**config.mk**
```make
export PLATFORM = sky130hd
export DESIGN_NAME = bcd_display_mux
export DESIGN_NICKNAME = d
export VERILOG_FILES = /design/src/rtl/seg_pkg.sv /design/src/rtl/bcd_to_seg.sv /design/src/rtl/bcd_display_mux.sv
export SDC_FILE = /design/constraint.sdc
export NUM_CORES = 1
export LEC_CHECK = 0
export CAP_MARGIN = 10
export CORE_MARGIN = 5
export CORE_UTILIZATION = 30
export CTS_CLUSTER_DIAMETER = 60
export DETAILED_ROUTE_END_ITERATION = 8
export GPL_TIMING_DRIVEN = 1
export PLACE_DENSITY = 0.57
export SYNTH_ARGS = -nofsm -noshare
export SYNTH_HDL_FRONTEND = slang
export SYNTH_SLANG_ARGS = --single-unit
```
**constraint.sdc**
```tcl
create_clock -name clk -period 3.55 [get_ports clk]
set_input_delay 0.355 -clock clk [delete_from_list [all_inputs] [get_ports clk]]
set_output_delay 0.355 -clock clk [all_outputs]
set_load 0.02 [all_outputs]
```
**src/rtl/seg_pkg.sv**
```systemverilog
// Shared definitions for the two-digit BCD seven-segment scanner:
// FSM states, active-low segment patterns and digit-enable codes.
package seg_pkg;

    localparam int unsigned REFRESH_DIV_DEFAULT = 32'd4;

    typedef enum logic [2:0] {
        ST_IDLE = 3'd0,
        ST_GAP0 = 3'd1,
        ST_DIG0 = 3'd2,
        ST_GAP1 = 3'd3,
        ST_DIG1 = 3'd4
    } scan_state_e;

    // Segment order is {g,f,e,d,c,b,a}; a 0 lights the segment.
    localparam logic [6:0] SEG_BLANK = 7'b1111111;
    localparam logic [6:0] SEG_E     = 7'b0000110;
    localparam logic [6:0] SEG_0     = 7'b1000000;
    localparam logic [6:0] SEG_1     = 7'b1111001;
    localparam logic [6:0] SEG_2     = 7'b0100100;
    localparam logic [6:0] SEG_3     = 7'b0110000;
    localparam logic [6:0] SEG_4     = 7'b0011001;
    localparam logic [6:0] SEG_5     = 7'b0010010;
    localparam logic [6:0] SEG_6     = 7'b0000010;
    localparam logic [6:0] SEG_7     = 7'b1111000;
    localparam logic [6:0] SEG_8     = 7'b0000000;
    localparam logic [6:0] SEG_9     = 7'b0010000;

    localparam logic [1:0] AN_OFF   = 2'b11;
    localparam logic [1:0] AN_UNITS = 2'b10;
    localparam logic [1:0] AN_TENS  = 2'b01;

    function automatic logic digit_invalid(input logic [3:0] d);
        return (d > 4'd9);
    endfunction

endpackage

```
**src/rtl/bcd_to_seg.sv**
```systemverilog
// Combinational BCD digit to active-low seven-segment decoder;
// codes 10..15 render as the letter E.
module bcd_to_seg
    import seg_pkg::*;
(
    input  logic [3:0] bcd,
    output logic [6:0] seg
);

    // Digit lookup; anything outside 0..9 falls through to E.
    always_comb begin
        seg = SEG_E;
        case (bcd)
            4'd0:    seg = SEG_0;
            4'd1:    seg = SEG_1;
            4'd2:    seg = SEG_2;
            4'd3:    seg = SEG_3;
            4'd4:    seg = SEG_4;
            4'd5:    seg = SEG_5;
            4'd6:    seg = SEG_6;
            4'd7:    seg = SEG_7;
            4'd8:    seg = SEG_8;
            4'd9:    seg = SEG_9;
            default: seg = SEG_E;
        endcase
    end

endmodule

```
**src/rtl/bcd_display_mux.sv**
```systemverilog
// Two-digit multiplexed seven-segment driver with blank gaps between digits,
// leading-zero blanking on the tens digit and a sticky invalid-digit flag.
module bcd_display_mux
    import seg_pkg::*;
#(
    parameter int unsigned REFRESH_DIV = REFRESH_DIV_DEFAULT
) (
    input  logic       clk,
    input  logic       rst,
    input  logic       load,
    input  logic [3:0] bcd0,
    input  logic [3:0] bcd1,
    output logic [6:0] seg,
    output logic [1:0] an,
    output logic       err
);

    localparam logic [15:0] LAST_CNT = 16'(REFRESH_DIV - 32'd1);

    scan_state_e state_q, state_d;
    logic [15:0] cnt_q, cnt_d;
    logic [3:0]  hold0_q, hold0_d;
    logic [3:0]  hold1_q, hold1_d;
    logic [3:0]  disp_q, disp_d;
    logic [6:0]  seg_q, seg_d;
    logic [1:0]  an_q, an_d;
    logic        err_q, err_d;
    logic [6:0]  dec_seg;

    // Scan sequencing and slot counter.
    always_comb begin
        state_d = state_q;
        cnt_d   = cnt_q;
        case (state_q)
            ST_IDLE: begin
                if (load) begin
                    state_d = ST_GAP0;
                end else begin
                    state_d = ST_IDLE;
                end
            end
            ST_GAP0: state_d = ST_DIG0;
            ST_DIG0: begin
                if (cnt_q == LAST_CNT) begin
                    state_d = ST_GAP1;
                end else begin
                    state_d = ST_DIG0;
                end
            end
            ST_GAP1: state_d = ST_DIG1;
            ST_DIG1: begin
                if (cnt_q == LAST_CNT) begin
                    state_d = ST_GAP0;
                end else begin
                    state_d = ST_DIG1;
                end
            end
            default: state_d = ST_IDLE;
        endcase

        if (state_d != state_q) begin
            cnt_d = 16'd0;
        end else if ((state_q == ST_DIG0) || (state_q == ST_DIG1)) begin
            cnt_d = cnt_q + 16'd1;
        end else begin
            cnt_d = 16'd0;
        end
    end

    // Hold registers, per-slot digit snapshot and sticky error.
    // The snapshot is taken on the gap->digit edge from hold_d, so a load on
    // that very edge is shown, while later loads wait for the next slot.
    always_comb begin
        hold0_d = hold0_q;
        hold1_d = hold1_q;
        err_d   = err_q;
        if (load) begin
            hold0_d = bcd0;
            hold1_d = bcd1;
            err_d   = err_q | digit_invalid(bcd0) | digit_invalid(bcd1);
        end else begin
            err_d   = err_q;
        end

        disp_d = disp_q;
        case (state_q)
            ST_GAP0: disp_d = hold0_d;
            ST_GAP1: disp_d = hold1_d;
            default: disp_d = disp_q;
        endcase
    end

    bcd_to_seg u_bcd_to_seg (
        .bcd (disp_q),
        .seg (dec_seg)
    );

    // Output pattern for the current state, registered one cycle later.
    always_comb begin
        seg_d = SEG_BLANK;
        an_d  = AN_OFF;
        case (state_q)
            ST_DIG0: begin
                seg_d = dec_seg;
                an_d  = AN_UNITS;
            end
            ST_DIG1: begin
                an_d = AN_TENS;
                if (disp_q == 4'd0) begin
                    seg_d = SEG_BLANK;
                end else begin
                    seg_d = dec_seg;
                end
            end
            default: begin
                seg_d = SEG_BLANK;
                an_d  = AN_OFF;
            end
        endcase
    end

    // State and output registers.
    always_ff @(posedge clk or posedge rst) begin
        if (rst) begin
            state_q <= ST_IDLE;
            cnt_q   <= 16'd0;
            hold0_q <= 4'd0;
            hold1_q <= 4'd0;
            disp_q  <= 4'd0;
            seg_q   <= SEG_BLANK;
            an_q    <= AN_OFF;
            err_q   <= 1'b0;
        end else begin
            state_q <= state_d;
            cnt_q   <= cnt_d;
            hold0_q <= hold0_d;
            hold1_q <= hold1_d;
            disp_q  <= disp_d;
            seg_q   <= seg_d;
            an_q    <= an_d;
            err_q   <= err_d;
        end
    end

    assign seg = seg_q;
    assign an  = an_q;
    assign err = err_q;

endmodule

```
# --- Word level (Yosys, flattened, before mapping) ---
# Memories as Yosys holds them, arrays and structs flattened.
# Cells that the tools add are included.
classes:
  add_sub_neg: 1
  n_lt_le_gt_ge: 2
  eq_ne: 6
  mux: 12
  bitwise_logic: 2
  n_reduce_logical: 4
ops:
  columns: ["op", "n"]
  rows:
  - ["2-to-1 mux 16 bit", 2]
  - ["adder 16 x 1 -> 16 bit, second input constant", 1]
  - ["equality test 16 x 2 -> 1 bit, second input constant", 1]
  - ["case mux 3 bit (5 select lines)", 1]
  - ["case mux 7 bit (2 select lines)", 1]
  - ["> comparator 4 bit, second input constant", 2]
  - ["2-to-1 mux 4 bit", 2]
  - ["case mux 4 bit (2 select lines)", 1]
  - ["2-to-1 mux 7 bit", 1]
  - ["equality test 3 x 2 -> 1 bit, second input constant", 2]
  - ["logical NOT 4 bit", 1]
  - ["case mux 2 bit (2 select lines)", 1]
  - ["equality test 3 x 1 -> 1 bit, second input constant", 1]
  - ["equality test 3 bit, second input constant", 1]
  - ["logical NOT 3 bit", 1]
  - ["2-to-1 mux 3 bit", 1]
  - ["!= test 3 bit", 1]
  - ["2-to-1 mux 1 bit", 2]
  - ["bitwise OR 1 bit", 2]
  - ["nonzero test 2 bit", 1]
  - ["logical OR 1 bit", 1]
totals:
  regBits: 41
  mem_bits_ro: 112
  input_bits: 11
  output_inout_bits: 10
  elab_cells: 36
  mem_count: 1
memory_table:
  columns: ["memory", "depth", "width", "read_ports", "rd_clocked_by_memory_dff", "wr", "line_no", "rtl"]
  rows:
  - ["(no name shown)", 16, 7, 1, 0, 0, "bcd_to_seg.sv:13", "case (bcd)"]

# --- Depth between registers and ports, before layout ---
logic_depth:
  word_depth: 5
  mapped_depth: 6
  ltp_nobuf: 6

# --- Cells and area by module ---
# From an unflattened synthesis, not the netlist that was laid out.
hier_totals:
  cells_unflattened: 186
  area_unflattened_um2: 1978.1
by_module_without_submodules:
  columns: ["mod", "n_inst", "cells_per_inst", "area_each_um2", "seq_area_each_um2"]
  rows:
  - ["bcd_display_mux", 1, 159, 1786.7, 1037.2]
  - ["bcd_to_seg", 1, 27, 191.4, 0.0]

# --- Worst setup path after synthesis ---
# Ideal clock, no wire load.
synth_timing:
  kind: "reg2reg"
  from: "register cnt_q[0]"
  to: "register cnt_q[10]"
  setup_ns: 0.121
  arrival_time_ns: 1.500
  setup_slack_ns: 1.929
  path_stages_with_launch: 7
  n_path_buf: 1
  synth_period_minus_slack_ns: 1.621
  cell_sequence: "dfrtp_1 -> ha_1 -> nor4b_1 -> a41oi_1 -> nand2_1 -> buf_2 -> nor2_1"
synth_via:
  elab_chain_len: 5
  elab_cells_between_ends: 8
  cone_classes: "add/sub: 1; eq/ne: 2; mux: 5"
synth_lines:
  columns: ["element", "line_no", "rtl"]
  rows:
  - ["start, declared", "bcd_display_mux.sv:21", "logic [15:0] cnt_q, cnt_d;"]
  - ["start signal, assigned", "bcd_display_mux.sv:135", "cnt_q <= cnt_d;"]
  - ["equality test 16 x 2 -> 1 bit", "bcd_display_mux.sv:44, bcd_display_mux.sv:52", null]
  - ["2-to-1 mux 3 bit / 2-to-1 mux 1 bit (equally long branches)", "bcd_display_mux.sv:52, bcd_display_mux.sv:44", null]
  - ["case mux 3 bit (5 select lines)", "bcd_display_mux.sv:34", "case (state_q)"]
  - ["!= test 3 bit", "bcd_display_mux.sv:61", "if (state_d != state_q) begin"]
  - ["2-to-1 mux 16 bit *", "bcd_display_mux.sv:61", null]
  - ["via cnt_d[10]", "bcd_display_mux.sv:21", null]
# The timed path passes the listed nets; every way through them passes the cells marked *.
# A chain may end at the register's enable or synchronous reset.

# --- Final worst setup path ---
layout_timing:
  from: "register cnt_q[0]"
  to: "register cnt_q[2]"
# Same word-level chain as after synthesis.

==> metrics.txt <==
min cycle time layout=1.95 ns; unique cell type count in the Yosys netlist=33; worst hold path type=in2async; # diodes=0; gr usage total=9.63%; Chip Height=90.5 um; CTS Buf Count=5; final hold vios=0; first-pass GRT wire length=6.52 mm; Worst-Margin Slew=0.673 ns; Pwr Density=639 nW/um^2; I/O Buffers=20; final net count=226; post-synth top area cell=dfrtp_1; routability cong.=0.772; 1st-iter DRT viols=35; share of layout cells above drive strength 1=12.9%; Worst EP required=3.71 ns; Crit Path Category=reg2reg; Fmax achieved=514 MHz; Clk pin slew, worst setup/hold paths=0.08 ns; WL/cell=12.5 um; drt total wl=3.58 mm; Post-synth EDFFs=0; RSZ-0062 raised after global routing=false; final instance count without filler cells=286; Startpoint Class=flip-flop; clock root cell=clkbuf_8; Mean Syn Cell Area=10.6 um^2; CP startpoint=cnt_q[0]; CTS max path bufs=2; CTS Sinks=41; Synth Warn #=0; layout overhead on the synthesized area=19.1%; row cnt=29; Worst setup EP type=flip-flop; vias per inst=4.73; FILL cells=675; Worst R2R Start=cnt_q[0]; hold_buf cts=0; FF+latch count, synth=41; Synth Cell Area=1950 um^2; top cell type's share of synthesized area=41.2%; IO Pins=21; max cap viols=0; # setup viols final=0; Clock Latency Late Sink=0.29 ns; commonest non-fill, non-tap cell in the layout=dfrtp_1; top cells by area, synth=dfrtp_1, dfstp_2, mux2_2, ha_1, xnor2_1; initial core utilization=30.8%; period utilization=54.9%; WP data arrival=2.10 ns; DRT antenna net count=0; drt drc=0; die area=8200 um^2; worst-path maximum fanout=15; Synth Net Count=202; Post-synth ARST share=100%; Pleak=0.950 nW; CTS tree=built; hpwl dp=2.53 mm; status=complete, no violations; initial antenna violation count=0; part of the Yosys area used for sequential elements=53.3%; most frequent cells in the layout=dfrtp_1, nor2_1, clkdlybuf4s50_1; Setup TNS=0 ns; largest net degree at the start of global routing=27; Post-Place Cells=278; drt first pass iters=4; max-slew violations=0; synthesized netlist cell count=184; via count=1352; CTS HTree Levels=2; chip width=90.5 um; Worst slew margin=55.1%; ys flop type=dfrtp_1; grt total ovfl=0; vias in the first global route=1428; Total Power=1.48 mW; maximum vdd drop=0.239 mV; clock skew=0.00285 ns; Setup Fix Bufs, Post-CTS=0; Core Area=6310 um^2; post-CTS resize count=0
==> state kept, by name, summed over array words and instances (netlist names) <==
| name | count |
|---|---|
| state_q | 3 |
| an | 2 |
| hold0_q | 4 |
| seg | 7 |
| hold1_q | 4 |
| cnt_q | 16 |
| disp_q | 4 |
| err | 1 |
==> through the flow <==
step | setup slack, ns | cell area (um^2) | hold slack (ns) | utilization (%)
floorplan | 1.93 | 1950 | 0.472 | -
global placement | 1.64 | 2230 | 0.465 | 35.4
detailed placement | 1.60 | 2230 | 0.460 | 35.4
CTS | 1.57 | 2320 | 0.458 | 36.7
global route | 1.35 | 2320 | 0.520 | 36.7
finish | 1.60 | 2320 | 0.455 | 36.7
==> layout make-up <==
type	count	area (um^2)	share of cell area [%]
flip-flops and latches	41	1040	44.8
multi-input cells	131	862	37.2
repair buffers	21	208	8.96
well taps	77	96.3	4.16
clock buffers	7	76.3	3.29
inverters	8	30.0	1.30
clock inverters	1	7.51	0.324
==> cell families after synthesis <==
kind of cell             count (synthesis)  synth area share, %
multiplexers                            12                 6.69
AO/OA/AOI/OAI                           29                 8.30
adder cells (fa/ha/maj)                  7                 4.50
flip-flops                              41                 53.3
XOR/XNOR                                14                 6.30
buffers and inverters                   12                 2.38
AND/OR/NAND/NOR                         69                 18.5
==> synthesized netlist by cell type, drive strengths merged (7+ instances only) <==
cell and count:
xnor2 9, mux2 8, dfstp 9, nor2 20
nand3 7, ha 7, dfrtp 32, a21oi 8
o21ai 15, nand2 15, inv 8
==> metal layers <==
layer,part of all wire [%],wire (um),vias to the layer above,GRT usage [%]
li1,-,-,681,-
met1,50,1790,640,12.7
met2,43,1550,26,14.9
met3,4.4,156,5,2.42
met4,2.2,77,0,4.09
met5,0,0,-,0
==> path summary, 6_finish.rpt <==
check	end	slack [ns]	cells past startpoint
max	cnt_q[2]	1.60	5
min	cnt_q[10]	0.46	2
max reg2reg	cnt_q[2]	1.60	5
min reg2reg	err	0.48	1
max in group asynchronous	seg[5]	2.26	3
min in group clk	err	0.48	1
==> critical path, cell delays in order, from the launching register on <==
cell and delay (ns):
dfrtp_1 0.41, ha_1 0.26, nor4b_1 0.33, a41oi_1 0.24, nand2_1 0.47, nor2_1 0.11
==> where the power goes <==
| group | internal (mW) | leakage [nW] | total, mW | switching [mW] |
|---|---|---|---|---|
| combinational | 0.209 | 0.404 | 0.498 | 0.289 |
| clock | 0.139 | 0.0385 | 0.299 | 0.160 |
| sequential | 0.585 | 0.508 | 0.682 | 0.0970 |
(Power assumes the default switching activity.)
